==> src/rtl/vga_timing_gen_if.sv <==
// Video-side signal bundle of vga_timing_gen: fetch/pixel inputs, sync, data
// enable, prefetch coordinates, boundary strobes and frame status.
interface vga_timing_gen_if #(
  parameter int unsigned CNT_W = 11,
  parameter int unsigned PIX_W = 16
);
  logic             scaleReq;
  logic [PIX_W-1:0] pixelInput;
  logic             hSync;
  logic             fSync;
  logic             de;
  logic [PIX_W-1:0] pixelOutput;
  logic [CNT_W-1:0] xPosAhead;
  logic [CNT_W-1:0] xPos;
  logic [CNT_W-1:0] yPos;
  logic             lineEnd;
  logic             frameEnd;
  logic             scaleAct;
  logic [7:0]       frameCount;

  modport master (
    input  scaleReq, pixelInput,
    output hSync, fSync, de, pixelOutput, xPosAhead, xPos, yPos,
           lineEnd, frameEnd, scaleAct, frameCount
  );

  modport slave (
    output scaleReq, pixelInput,
    input  hSync, fSync, de, pixelOutput, xPosAhead, xPos, yPos,
           lineEnd, frameEnd, scaleAct, frameCount
  );
endinterface

==> src/rtl/vga_timing_gen.sv <==
// Parametrised VGA raster timing generator with prefetch coordinates,
// frame-latched 1x/2x scaling, line/frame strobes and a frame counter.
module vga_timing_gen #(
  parameter int unsigned H_SYNC   = 96,
  parameter int unsigned H_BACK   = 48,
  parameter int unsigned H_DISP   = 640,
  parameter int unsigned H_FRONT  = 16,
  parameter int unsigned V_SYNC   = 2,
  parameter int unsigned V_BACK   = 33,
  parameter int unsigned V_DISP   = 480,
  parameter int unsigned V_FRONT  = 10,
  parameter int unsigned PREFETCH = 2,
  parameter int unsigned CNT_W    = 11,
  parameter int unsigned PIX_W    = 16,
  parameter bit          HS_POL   = 1'b0,
  parameter bit          VS_POL   = 1'b0
) (
  input logic              clkVGA,
  input logic              rst_n,
  vga_timing_gen_if.master vid
);

  typedef logic [CNT_W-1:0] cnt_t;

  localparam int unsigned H_TOTAL = H_SYNC + H_BACK + H_DISP + H_FRONT;
  localparam int unsigned V_TOTAL = V_SYNC + V_BACK + V_DISP + V_FRONT;
  localparam int unsigned HA      = H_SYNC + H_BACK;
  localparam int unsigned VA      = V_SYNC + V_BACK;

  localparam cnt_t H_LAST    = cnt_t'(H_TOTAL - 1);
  localparam cnt_t V_LAST    = cnt_t'(V_TOTAL - 1);
  localparam cnt_t H_SYN_END = cnt_t'(H_SYNC);
  localparam cnt_t V_SYN_END = cnt_t'(V_SYNC);
  localparam cnt_t H_ACT_BEG = cnt_t'(HA);
  localparam cnt_t H_ACT_END = cnt_t'(HA + H_DISP);
  localparam cnt_t H_REQ_BEG = cnt_t'(HA - PREFETCH);
  localparam cnt_t H_REQ_END = cnt_t'(HA + H_DISP - PREFETCH);
  localparam cnt_t V_ACT_BEG = cnt_t'(VA);
  localparam cnt_t V_ACT_END = cnt_t'(VA + V_DISP);
  localparam cnt_t ONE       = cnt_t'(1);

  cnt_t       h_cnt;
  cnt_t       v_cnt;
  logic       scale_act;
  logic [7:0] frame_count;

  logic line_end;
  logic frame_end;
  logic v_act;
  logic h_act;
  logic h_req;
  cnt_t rx;
  cnt_t rxd;
  cnt_t ry;

  // Halving a raw coordinate gives the source coordinate in 2x mode.
  function automatic cnt_t scale(input cnt_t raw, input logic s2x);
    return s2x ? (raw >> 1) : raw;
  endfunction

  always_ff @(posedge clkVGA or negedge rst_n) begin
    if (!rst_n) begin
      h_cnt       <= '0;
      v_cnt       <= '0;
      scale_act   <= 1'b0;
      frame_count <= '0;
    end else begin
      h_cnt <= line_end ? '0 : h_cnt + ONE;
      if (line_end)
        v_cnt <= (v_cnt == V_LAST) ? '0 : v_cnt + ONE;
      if (frame_end) begin
        scale_act   <= vid.scaleReq;
        frame_count <= frame_count + 8'd1;
      end
    end
  end

  always_comb begin
    line_end  = (h_cnt == H_LAST);
    frame_end = line_end && (v_cnt == V_LAST);
    v_act     = (v_cnt >= V_ACT_BEG) && (v_cnt < V_ACT_END);
    h_act     = (h_cnt >= H_ACT_BEG) && (h_cnt < H_ACT_END);
    h_req     = (h_cnt >= H_REQ_BEG) && (h_cnt < H_REQ_END);
    // HA-PREFETCH folded into one constant: hCnt-HA+PREFETCH in CNT_W bits.
    rx        = h_cnt - H_REQ_BEG;
    rxd       = h_cnt - H_ACT_BEG;
    ry        = v_cnt - V_ACT_BEG;
  end

  always_comb begin
    vid.hSync       = (h_cnt < H_SYN_END) ? HS_POL : ~HS_POL;
    vid.fSync       = (v_cnt < V_SYN_END) ? VS_POL : ~VS_POL;
    vid.de          = v_act && h_act;
    vid.pixelOutput = (v_act && h_act) ? vid.pixelInput : '0;
    vid.xPosAhead   = (v_act && h_req) ? scale(rx, scale_act) : '1;
    vid.xPos        = (v_act && h_act) ? scale(rxd, scale_act) : '1;
    vid.yPos        = v_act ? scale(ry, scale_act) : '1;
    vid.lineEnd     = line_end;
    vid.frameEnd    = frame_end;
    vid.scaleAct    = scale_act;
    vid.frameCount  = frame_count;
  end

endmodule

==> src/flat_wrapper.sv <==
// flat-port wrapper written by rule: the top's interface ports become plain ports
module vga_timing_gen_flat 
#(
  parameter int unsigned H_SYNC   = 96,
  parameter int unsigned H_BACK   = 48,
  parameter int unsigned H_DISP   = 640,
  parameter int unsigned H_FRONT  = 16,
  parameter int unsigned V_SYNC   = 2,
  parameter int unsigned V_BACK   = 33,
  parameter int unsigned V_DISP   = 480,
  parameter int unsigned V_FRONT  = 10,
  parameter int unsigned PREFETCH = 2,
  parameter int unsigned CNT_W    = 11,
  parameter int unsigned PIX_W    = 16,
  parameter bit          HS_POL   = 1'b0,
  parameter bit          VS_POL   = 1'b0
)
  (clkVGA, rst_n, vid_scaleReq, vid_pixelInput, vid_hSync, vid_fSync, vid_de, vid_pixelOutput, vid_xPosAhead, vid_xPos, vid_yPos, vid_lineEnd, vid_frameEnd, vid_scaleAct, vid_frameCount);
  vga_timing_gen_if #(.CNT_W(CNT_W), .PIX_W(PIX_W)) vid_i ();
  input logic clkVGA;
  input logic rst_n;
  input wire logic [$bits(vid_i.scaleReq)-1:0] vid_scaleReq;
  input wire logic [$bits(vid_i.pixelInput)-1:0] vid_pixelInput;
  output wire logic [$bits(vid_i.hSync)-1:0] vid_hSync;
  output wire logic [$bits(vid_i.fSync)-1:0] vid_fSync;
  output wire logic [$bits(vid_i.de)-1:0] vid_de;
  output wire logic [$bits(vid_i.pixelOutput)-1:0] vid_pixelOutput;
  output wire logic [$bits(vid_i.xPosAhead)-1:0] vid_xPosAhead;
  output wire logic [$bits(vid_i.xPos)-1:0] vid_xPos;
  output wire logic [$bits(vid_i.yPos)-1:0] vid_yPos;
  output wire logic [$bits(vid_i.lineEnd)-1:0] vid_lineEnd;
  output wire logic [$bits(vid_i.frameEnd)-1:0] vid_frameEnd;
  output wire logic [$bits(vid_i.scaleAct)-1:0] vid_scaleAct;
  output wire logic [$bits(vid_i.frameCount)-1:0] vid_frameCount;
  assign vid_i.scaleReq = vid_scaleReq;
  assign vid_i.pixelInput = vid_pixelInput;
  assign vid_hSync = vid_i.hSync;
  assign vid_fSync = vid_i.fSync;
  assign vid_de = vid_i.de;
  assign vid_pixelOutput = vid_i.pixelOutput;
  assign vid_xPosAhead = vid_i.xPosAhead;
  assign vid_xPos = vid_i.xPos;
  assign vid_yPos = vid_i.yPos;
  assign vid_lineEnd = vid_i.lineEnd;
  assign vid_frameEnd = vid_i.frameEnd;
  assign vid_scaleAct = vid_i.scaleAct;
  assign vid_frameCount = vid_i.frameCount;
  vga_timing_gen #(.H_SYNC(H_SYNC), .H_BACK(H_BACK), .H_DISP(H_DISP), .H_FRONT(H_FRONT), .V_SYNC(V_SYNC), .V_BACK(V_BACK), .V_DISP(V_DISP), .V_FRONT(V_FRONT), .PREFETCH(PREFETCH), .CNT_W(CNT_W), .PIX_W(PIX_W), .HS_POL(HS_POL), .VS_POL(VS_POL)) u_core (.clkVGA(clkVGA), .rst_n(rst_n), .vid(vid_i));
endmodule
==> config.mk <==
export PLATFORM = sky130hd
export DESIGN_NAME = vga_timing_gen_flat
export DESIGN_NICKNAME = d
export VERILOG_FILES = /design/src/rtl/vga_timing_gen_if.sv /design/src/rtl/vga_timing_gen.sv /design/src/flat_wrapper.sv
export SDC_FILE = /design/constraint.sdc
export NUM_CORES = 1
export LEC_CHECK = 0
export ABC_AREA = 0
export BUFFER_PORTS_ARGS = -buffer_cell sky130_fd_sc_hd__buf_2
export CORE_AREA = 2 2 80 82
export DETAILED_ROUTE_END_ITERATION = 8
export DIE_AREA = 0 0 82 84
export PLACE_DENSITY = 0.76
export SYNTH_ARGS = -nofsm -noshare
export SYNTH_HDL_FRONTEND = slang
export SYNTH_SLANG_ARGS = --single-unit
==> constraint.sdc <==
create_clock -name clkVGA -period 2.5 [get_ports clkVGA]
set_clock_uncertainty 0.05 [all_clocks]
set_input_delay 0.375 -clock clkVGA [delete_from_list [all_inputs] [get_ports clkVGA]]
set_output_delay 0.375 -clock clkVGA [all_outputs]
set_load 0.03 [all_outputs]
==> results by group <==
Status
  – Status: complete, but fails checks
  – Failing checks: setup timing

Route
  – DR WL/cell: 18.1 um
  – DRT iter0 DRCs: slightly above 300
  – WL final: 10400 um
  – Post-route ant nets: 0
  – Vias/cell: roughly 6.0
  – Residual DRC: 0
  – 1st-pass router iterations: 5
  – Vias: between 3000 and 4000

Worst setup path
  – Critical Path AT: between 2 and 2.5 ns
  – CP Max Fanout: 14
  – FF-to-FF Start: u_core.h_cnt[5]
  – Worst path max stage delay: 0.43 ns
  – Startpoint Class: flip-flop
  – Critical path class: reg2out
  – Reg2reg end: u_core.v_cnt[10]
  – Top Family by Delay on Critical Path: buffers and inverters
  – Required time worst endpoint: 2.08 ns
  – Critical-path cell list: buf_6 -> inv_4 -> ha_4 -> nor4bb_4 -> a31oi_1 -> o2bb2ai_2 -> nor3b_4 -> buf_12 -> o311ai_2 -> buf_4
  – FF-to-FF setup slack: 0.19 ns
  – CP Buf/Inv Count: 4
  – CP max stage cell: dfrtp_1
  – Worst-case reg-to-reg path depth: 10
  – CP Capture Type: primary output

GRT
  – First-pass GRT wire length: about 15000 um
  – Total grt overflow: 0
  – Largest net degree at the start of global routing: slightly below 70
  – Initial antenna violation count: 0
  – Tot GR Track Use: 0.278
  – Vias in the first global route: 3172

Layout
  – Non-filler cells in the finished layout: 572
  – N_diodes: 0
  – Fin nets: 523
  – Share of cells above drive strength 1: 0.451
  – Synth-to-Final Area Change: 55.2%

Clock network
  – Worst-skew pair later-pin latency: about 0.29 ns
  – Clk pin slew, worst setup/hold paths: 0.07 ns
  – TritonCTS buffer count: 5
  – Hold Buf Count CTS: 0
  – CTS Root Buffer Type: clkbuf_8
  – H-tree levels: 2
  – Clock sink total: 31
  – CTS tree: built
  – CTS Buffer Depth: 2

Timing
  – Max transition margin: 0.530
  – Setup violations, final: 50
  – Final worst-path setup slack: -0.370 ns
  – Worst slew pin tran: 0.704 ns
  – Setup repair after global routing missed its margin: true
  – Hold Vio Cnt, Final: 0
  – F_max: 348 MHz
  – Crit path time final: 2.87 ns
  – Final worst path period share: 1.15
  – Max-slew violations: 0

Placed design
  – Dpl cells: approximately 540
  – GP Congestion: 0.862
  – DP Wirelength: roughly 6000 um
  – PortBufs: 81

Pwr
  – Lkg Pwr: between 2 and 2.5 nW
  – Peak supply drop: 0.329 mV
  – Pwr Total: 0.000918 W
  – Power density over the cells: 209 nW/um2

Synth
  – Synth Instances: between 300 and 400
  – Syn nets: between 300 and 400
  – Synthesized area: between 2000 and 3000 um2
  – Warnings, synthesis: 0
  – Async set-reset flop share out of synthesis: 1.00
  – Largest area contributor in the netlist: dfrtp_1
  – Seq cells post-synth: 31
  – Dominant synthesized flop cell: dfrtp_1
  – Top post-synthesis cells by area: dfrtp_1 27%, nand2_1 6.4%, xor2_1 5.0%, and2_1 4.9%, ha_1 4.4%
  – Post-synth EDFFs: 0
  – Library cells used by synthesis: 57
  – Yosys top cell area share: 0.275
  – Sequential area share after synthesis: 0.275
  – Synth Area per Inst: between 7 and 8 um2

Hold path
  – Hold Crit Class: in2async

Floorplan
  – Starting Density: 0.463
  – Number of I/O pins: slightly above 80
  – Die Area: 6890 um2
  – Core Footprint: 6100 um2
  – DIE WIDTH: slightly above 80 um
  – Die Y: 84 um
  – Site Rows: 29

Run
  – Max-cap viol count: 0
## how the worst max path moves through the flow
stage	end	cells after the start	slack, ns	start
floorplan	vid_xPos[1]	8	-0.003	u_core.v_cnt[0]
global placement	vid_xPosAhead[9]	7	-0.47	u_core.h_cnt[1]
detailed placement	vid_xPosAhead[9]	7	-0.61	u_core.h_cnt[1]
CTS	vid_xPos[7]	10	-0.23	u_core.v_cnt[1]
global route	vid_xPos[7]	8	-0.43	u_core.v_cnt[1]
finish	vid_xPos[7]	10	-0.37	u_core.h_cnt[1]
## kinds of logic after synthesis
kind of cell               synth area share
AOI/OAI and AO/OA                     0.193
and+or+nand+nor                       0.314
adders and majority gates            0.0443
muxes                                0.0120
xor gates and xnor gates             0.0930
buffers and inverters                0.0695
DFF                                   0.275
## cell usage in the layout, fill, tap and decap left out, types with 4 or more instances in the layout
cell type,Yosys,routed
nand2_2,0,7
a21o_1,4,4
xnor2_1,14,14
dfrtp_1,31,30
nor2_1,32,31
nand4_1,12,12
o21ai_1,5,5
clkbuf_8,0,5
nor3_1,10,8
o21ai_0,20,16
a21oi_1,10,10
nand3_1,16,12
o211ai_1,16,16
buf_6,3,47
buf_4,1,69
nand3_2,0,4
buf_2,4,30
and2_4,0,18
inv_1,10,6
xor2_1,16,16
nand2_1,48,41
ha_1,10,5
and3_1,7,7
and2_1,22,5
## per-layer routing
layer | vias to the layer above | track usage | wire length (um)
li1 | 1556 | - | -
met1 | 1601 | 0.327 | 3920
met2 | 218 | 0.501 | 5320
met3 | 41 | 0.0455 | 793
met4 | 0 | 0.0924 | 328
met5 | - | 0 | 0
## where the power goes
group	switching, W	internal (W)	total [W]
logic	0.0000147	0.00000979	0.0000245
clock network	0.000199	0.000193	0.000392
registers	0	0.000501	0.000501
## layout make-up
| class | instances | area (um2) |
|---|---|---|
| multi-input combinational | 295 | 2100 |
| fill | 413 | 1710 |
| timing repair buffer | 151 | 1280 |
| sequential | 31 | 777 |
| tap | 77 | 96.3 |
| clock buffer | 5 | 68.8 |
| inverter | 10 | 45.0 |
| clock inverter | 3 | 20.0 |
## state kept, by name, summed over array words and instances, names as in the netlist
signal	flops
u_core.h_cnt	11
u_core.v_cnt	11
u_core.vid.frameCount	8
u_core.vid.scaleAct	1
## synthesized netlist by cell type (2+ instances only)
library cell and instances:
a2111o_1 2, a21o_1 4, a21oi_1 10, a31oi_1 2
and2_1 22, and3_1 7, and4_1 2, buf_1 3
buf_2 4, buf_6 3, clkbuf_1 23, dfrtp_1 31
ha_1 10, inv_1 10, mux2_2 3, nand2_1 48
nand2b_1 2, nand3_1 16, nand3b_1 2, nand4_1 12
nor2_1 32, nor2b_1 2, nor3_1 10, nor4_1 2
o211ai_1 16, o21ai_0 20, o21ai_1 5, o21bai_1 2
o22ai_1 4, o311ai_1 2, o31a_1 2, or3_1 3
xnor2_1 14, xor2_1 16
## per-stage QoR
stage	util	setup TNS, ns	hold WS [ns]	worst slack [ns]	area [um2]
6_report	0.719	-12.87	0.0764	-0.370	4390
5_1_grt	0.719	-15.91	0.128	-0.434	4390
4_1_cts	0.697	-7.15	0.0935	-0.229	4250
3_5_place_dp	0.579	-8.50	0.404	-0.609	3530
3_3_place_gp	0.579	-7.33	0.398	-0.473	3530
2_1_floorplan	-	-0.00272	0.0294	-0.00272	2850
## what timing repair did
action,in CTS,in global routing
setup buffers,22,10
gates cloned,1,0
pin swaps,18,20
resized for setup,143,31
hold endpoints to repair,0,0
setup endpoints to repair,51,51
No activity file was read; power rests on OpenSTA's default activity.
